[config.mk]
export PLATFORM = sky130hd
export DESIGN_NAME = logic_pipe_unit
export DESIGN_NICKNAME = d
export VERILOG_FILES = /design/src/rtl/logic_pipe_unit.sv
export SDC_FILE = /design/constraint.sdc
export NUM_CORES = 1
export LEC_CHECK = 0
export ABC_CLOCK_PERIOD_IN_PS = 2650
export BUFFER_PORTS_ARGS = -buffer_cell sky130_fd_sc_hd__buf_2
export CAP_MARGIN = 10
export CORE_MARGIN = 2
export CORE_UTILIZATION = 45
export DETAILED_ROUTE_END_ITERATION = 16
export PLACE_DENSITY = 0.77
export REMOVE_ABC_BUFFERS = 1
export SYNTH_ARGS = -nofsm -noshare
export SYNTH_HDL_FRONTEND = slang
export SYNTH_SLANG_ARGS = --single-unit
[constraint.sdc]
create_clock -name clkpos -period 2.65 [get_ports clkpos]
set_input_delay 0.53 -clock clkpos [delete_from_list [all_inputs] [get_ports clkpos]]
set_output_delay 0.53 -clock clkpos [all_outputs]
set_load 0.01 [all_outputs]
[src/rtl/logic_pipe_unit.sv]
// Parametrised bitwise logic unit (AND/OR/XOR/NOR) feeding a STAGES-deep valid/ready pipeline
// with bubble collapsing. Optional per-bit pass-through mask enabled by defining LOGIC_PIPE_MASK_EN.
module logic_pipe_unit #(
  parameter int WIDTH  = 16,
  parameter int STAGES = 2
) (
  input  logic             clkpos,
  input  logic             reset,
  input  logic             vdd,
  input  logic             vss,
  input  logic             in_valid,
  output logic             in_ready,
  input  logic [WIDTH-1:0] a,
  input  logic [WIDTH-1:0] b,
  input  logic [1:0]       op,
`ifdef LOGIC_PIPE_MASK_EN
  input  logic [WIDTH-1:0] mask,
`endif
  output logic             out_valid,
  input  logic             out_ready,
  output logic [WIDTH-1:0] out,
  output logic             out_zero
);

  logic [WIDTH-1:0] w_opResult;
  logic [WIDTH-1:0] w_result;
  logic             w_zero;
  logic [STAGES-1:0] w_adv;
  logic              w_unused_supply;

  logic [STAGES-1:0] r_valid;
  logic [STAGES-1:0] r_zero;
  logic [WIDTH-1:0]  r_data [STAGES];

  assign w_unused_supply = vdd ^ vss;

  always_comb begin
    w_opResult = '0;
    case (op)
      2'b00:   w_opResult = a & b;
      2'b01:   w_opResult = a | b;
      2'b10:   w_opResult = a ^ b;
      default: w_opResult = ~(a | b);
    endcase
  end

`ifdef LOGIC_PIPE_MASK_EN
  // Unmasked bits pass operand A through untouched.
  assign w_result = (w_opResult & mask) | (a & ~mask);
`else
  assign w_result = w_opResult;
`endif

  assign w_zero = (w_result == '0);

  // A stage may load when it is empty or everything downstream of it can move;
  // this is the unrolled form of adv[i] = !valid[i] | adv[i+1].
  for (genvar g = 0; g < STAGES; g++) begin : g_adv
    assign w_adv[g] = out_ready | ~(&r_valid[STAGES-1:g]);
  end

  assign in_ready = w_adv[0] & ~reset;

  always_ff @(posedge clkpos) begin
    if (reset) begin
      r_valid <= '0;
      r_zero  <= '0;
      for (int i = 0; i < STAGES; i++) begin
        r_data[i] <= '0;
      end
    end else begin
      if (w_adv[0]) begin
        r_valid[0] <= in_valid;
        r_data[0]  <= w_result;
        r_zero[0]  <= w_zero;
      end
      for (int i = 1; i < STAGES; i++) begin
        if (w_adv[i]) begin
          r_valid[i] <= r_valid[i-1];
          r_data[i]  <= r_data[i-1];
          r_zero[i]  <= r_zero[i-1];
        end
      end
    end
  end

  assign out_valid = r_valid[STAGES-1];
  assign out       = r_data[STAGES-1];
  assign out_zero  = r_zero[STAGES-1] & r_valid[STAGES-1];

endmodule

[Yosys cells after proc, flatten, opt, wreduce, memory -nomap -nowiden]
Memory sizes are Yosys's and may differ from the RTL's.
Index checks and enable logic that the tools add are counted.
Widths: inputs -> output; s select.
Storage, ports and cells
  logic and storage cells: 34
  flip-flop bits (word level): 4
  memory bits (writable): 32
  input bits: 40
  memories kept: 1
  output and inout bits: 19
Cells by class
  bitwise logic cells: 13
  reduce and logical (&&, ||, !) cells: 3
  equal/unequal tests: 2
  muxes and demuxes: 11
Memory list
  r_data: words 2, width 16, read ports 2, clocked after Yosys merged registers in 0, wr ports 2, line 33  | logic [WIDTH-1:0] r_data [STAGES];
Operators with widths (number)
  $pmux 16 s3: 1
  $mux 16: 2
  $and 16x16->16: 1
  $logic_not 16->1: 1
  $not 16->16: 1
  $or 16x16->16: 1
  $xor 16x16->16: 1
  $mux 1: 8
  $or 1x1->1: 4
  $not 1->1: 3
  $and 1x1->1: 2
  $eq 2x1->1 const B: 1
  $eq 2x2->1 const B: 1
  $logic_not 2->1: 1
  $reduce_and 2->1: 1

[Depth between registers and ports, before layout]
  depth after elaboration: 7
  mapped depth: 7
  mapped depth without buffers: 7

[Worst setup path after synthesis]
Ideal clock, no wire load.
  path type: input -> register
  start point: input a[5]
  end point: register r_zero[0]
  required time: 2.561 ns
  setup time: 0.089 ns
  setup slack: 0.762 ns
  path buffers: 0
  stages: 6
  arrival: 1.799 ns
  cell sequence: inv_1 -> ha_1 -> mux2_4 -> a2111oi_2 -> nand4_1 -> o32ai_2
Between the ends
  longest elaborated chain between the ends: 4
  elaborated cells between the ends (all ways): 6
  classes of those cells: mux (1); bitwise (4); reduce/logical (1)
Ends and longest elaborated chain
  start, declared: line 13  | input logic [WIDTH-1:0] a,
  $or 16x16->16: line 41, 43
  $not 16->16: line 43  | default: w_opResult = ~(a | b);
  $pmux 16 s3 (*): line 39  | case (op)
  $logic_not 16->1 (*): line 54  | assign w_zero = (w_result == '0);
  end signal, assigned: line 75  | r_zero[0] <= w_zero;
  end signal, assigned by index: line 81  | r_zero[i] <= r_zero[i-1];
  end, declared: line 32  | logic [STAGES-1:0] r_zero;
Mark *: on every way between the ends. The rest lies on a longest branch, timed or not.
A chain may end at the register's enable or synchronous reset.

[Final worst setup path]
  start point: input op[0]
  end point: register r_zero[0]
Between the ends
  longest elaborated chain between the ends: 3
  elaborated cells between the ends (all ways): 5
  classes of those cells: eq/ne (2); mux (1); reduce/logical (2)
Ends and longest elaborated chain
  start, declared: line 15  | input logic [1:0] op,
  $eq 2x2->1, or another cell as far along: line 39
  $pmux 16 s3 (*): line 39
  $logic_not 16->1 (*): line 54
Marked as above.

==> impl_metrics.yaml <==
outcome:
  status: "completed"
cells_and_area:
  layout_commonest_cell: "buf_2"
  diodes: 0
  final_cell_mix: "buf_2, nor2_1, inv_1, ha_1, edfxtp_1"
  nFillCells: 505
  drive_above_1_share_pct: 26.3
  synthToLayoutAreaGrowth_pct: 12.0
  fin_nets: 365
  fin_cells: 365
  final_util_pct: 51.9
yosys:
  synthTopCellsByArea: "edfxtp_1, ha_1, nor2_1"
  ys_seq_elements: 36
  synth_fa_ha_area_share_pct: 15.8
  synth_compound_area_share_pct: 10.8
  seq_area_frac_synth_pct: 41.0
  synth_xor_area_share_pct: 0
  synth.distinct_cells: 33
  netlist_instances: 253
  synth_top_area_share_pct: 37.9
  synthMuxAreaShare_pct: 5.57
  yosys.area_share.simple_pct: 14.1
  syn_area_mm2: 0.00254
  syn_area_per_cell_um2: 10.0
  synth_top_family_by_area: "adder cells"
  ys_warn_count: 0
  synth.largest_area_cell: "edfxtp_1"
placement:
  dpl.hpwl_mm: 2.94
  portBuffers: 56
  gp_congestion: 0.746
  dpl.cell_count: 358
clock_network:
  clock-sinks: 36
  post-cts-setup-buffers: 0
  insertion_delay_ns: 0.28
  cts_hold_buf: 0
  clkTransAtPathRegs_ns: 0.07
  clk_path_buf_depth: 2
  cts_tree: "yes"
  htreeDepth: 2
  numCtsBuffers: 5
  post_cts_resize_count: 0
  clockRootBuffer: "clkbuf_8"
route:
  firstDrtPassIters: 4
  vias: 1682
  vias_per_cell: 4.61
  postRouteAntennaNets: 0
  wirelength_mm: 3.61
  drtIter0Drc: 38
  drc: 0
  wl_per_cell_um: 9.89
power:
  power.density_mw_per_mm2: 438
  pwr-share-seq_pct: 53.6
  p_int_mw: 0.951
  switching_share_pct: 23.6
  leakagePower_nw: 1.45
  combinationalPowerShare_pct: 19.5
  max-vdd-ir-drop_mv: 0.194
  pwr-share-clk_pct: 26.9
  p_sw_mw: 0.294
worst_setup_path:
  end_kind: "flop"
  crit_fanout: 31
  critical_path_class: "primary input to flop"
  start_kind: "primary input"
  required_ns: 2.85
  cp.arrival_ns: 2.22
sta:
  fmax_mhz: 495
  hold_viol_final: 0
  setup_viol: 0
  fin_worst_skew_ns: 0.00901
  rsz0062_at_grt: "no"
  maxSlewViolCount: 0
  tightest_slew_ns: 0.651
  fin_tns_setup_ns: 0
  min_period_ns: 2.02
  slew-limit-headroom_pct: 56.6
  fin_crit_sh_pct: 76.2
global_route:
  grt_pass1_wl_mm: 6.35
  grt_pass1_vias: 1519
  antenna_found_initial: 0
  grt.total_usage_pct: 12.6
  grt_max_degree: 37
  gr-total-overflow: 0
job:
  maxCapViolCount: 0
worst_hold_path:
  hold_class: "primary input to flop"
floorplan:
  dieHeight_um: 79.1
  start_util_pct: 46.4
  ios: 59
  coreArea_mm2: 0.00547
  die-area_mm2: 0.00626
  die_w_um: 79.1
  row_count: 27
power by group through the flow:
| stage | registers [mW] | clock network [mW] | logic, mW |
|---|---|---|---|
| final | 0.667 | 0.335 | 0.243 |
| after global routing | 0.672 | 0.361 | 0.280 |
| after CTS | 0.667 | 0.348 | 0.246 |
| after detailed placement | 0.679 | 0 | 0.245 |
| after global placement | 0.679 | 0 | 0.236 |
| after floorplan | 0.690 | 0 | 0.131 |
state kept, by name (all words and copies together), names as in the netlist:
name     count
r_valid      2
r_zero       2
r_data      32
worst max-delay path: stages:
cell and delay (ns):
buf_2 0.47, buf_12 0.22, mux2_2 0.35, a211oi_1 0.24, nand4_1 0.15, o32ai_2 0.25
cell type report:
class                           instances  area, µm²  area share [%]
Tap cell                               72       90.1            3.17
Multi-Input combinational cell        154       1180            41.4
Inverter                               36        135            4.75
Clock inverter                          1       5.00           0.176
Timing Repair Buffer                   60        323            11.4
Sequential cell                        36       1040            36.6
Clock buffer                            6       72.6            2.55
kinds of logic (layout without fill, tap and decap cells):
logic type / count (synthesis) / in the layout
adders and majority gates: 32 / 32
AOI/OAI and AO/OA: 38 / 38
buffers and inverters: 63 / 103
DFF: 36 / 36
and+or+nand+nor: 72 / 72
muxes: 12 / 12
per-layer routing:
| metal | track usage [%] | share of wire [%] |
|---|---|---|
| met5 | 0 | 0 |
| met2 | 22.0 | 48 |
| met4 | 5.52 | 1.9 |
| met3 | 2.27 | 4.3 |
| met1 | 15.1 | 46 |
cell usage after synthesis:
library cell	instances
a22oi_1	1
nand4_1	2
buf_6	2
nor4bb_1	1
nand3b_1	1
inv_1	35
mux2_2	5
a21o_1	1
a2111oi_1	1
nand3_1	1
edfxtp_1	32
ha_1	32
a211oi_1	13
a2111oi_0	1
o21ai_0	4
clkbuf_1	3
a211o_1	4
and3_1	2
inv_2	1
nand2_1	1
mux2i_1	4
o32ai_2	1
o211ai_1	1
buf_2	5
a2111oi_2	1
nand2b_1	2
a21oi_1	10
dfxtp_1	4
buf_4	17
nor2b_1	8
mux2_4	3
nor2_1	37
and2_1	17
path summary, 6_finish.rpt:
check | start | to | slack (ns) | cells after the start
worst min-delay path | reset | r_valid[1]$_SDFFE_PP0N_ | 0.47 | 2
worst min register to register | r_zero[0]$_SDFFE_PP0N_ | r_zero[0]$_SDFFE_PP0N_ | 0.49 | 2
worst max register to register | r_valid[1]$_SDFFE_PP0N_ | r_zero[0]$_SDFFE_PP0N_ | 1.10 | 6
worst max-delay path | op[0] | r_zero[0]$_SDFFE_PP0N_ | 0.63 | 6
through the flow:
| stage | cell area [µm²] | setup slack [ns] | total power, mW | hold WS [ns] |
|---|---|---|---|---|
| 4_1_cts | 2840 | 0.639 | 1.26 | 0.458 |
| 5_1_grt | 2840 | 0.426 | 1.31 | 0.485 |
| 3_3_place_gp | 2770 | 0.386 | 0.915 | 0.463 |
| 2_1_floorplan | 2350 | 0.717 | 0.821 | 0.443 |
| 6_report | 2840 | 0.631 | 1.25 | 0.465 |
| 3_5_place_dp | 2770 | 0.344 | 0.924 | 0.485 |
(Power assumes the default switching activity.)
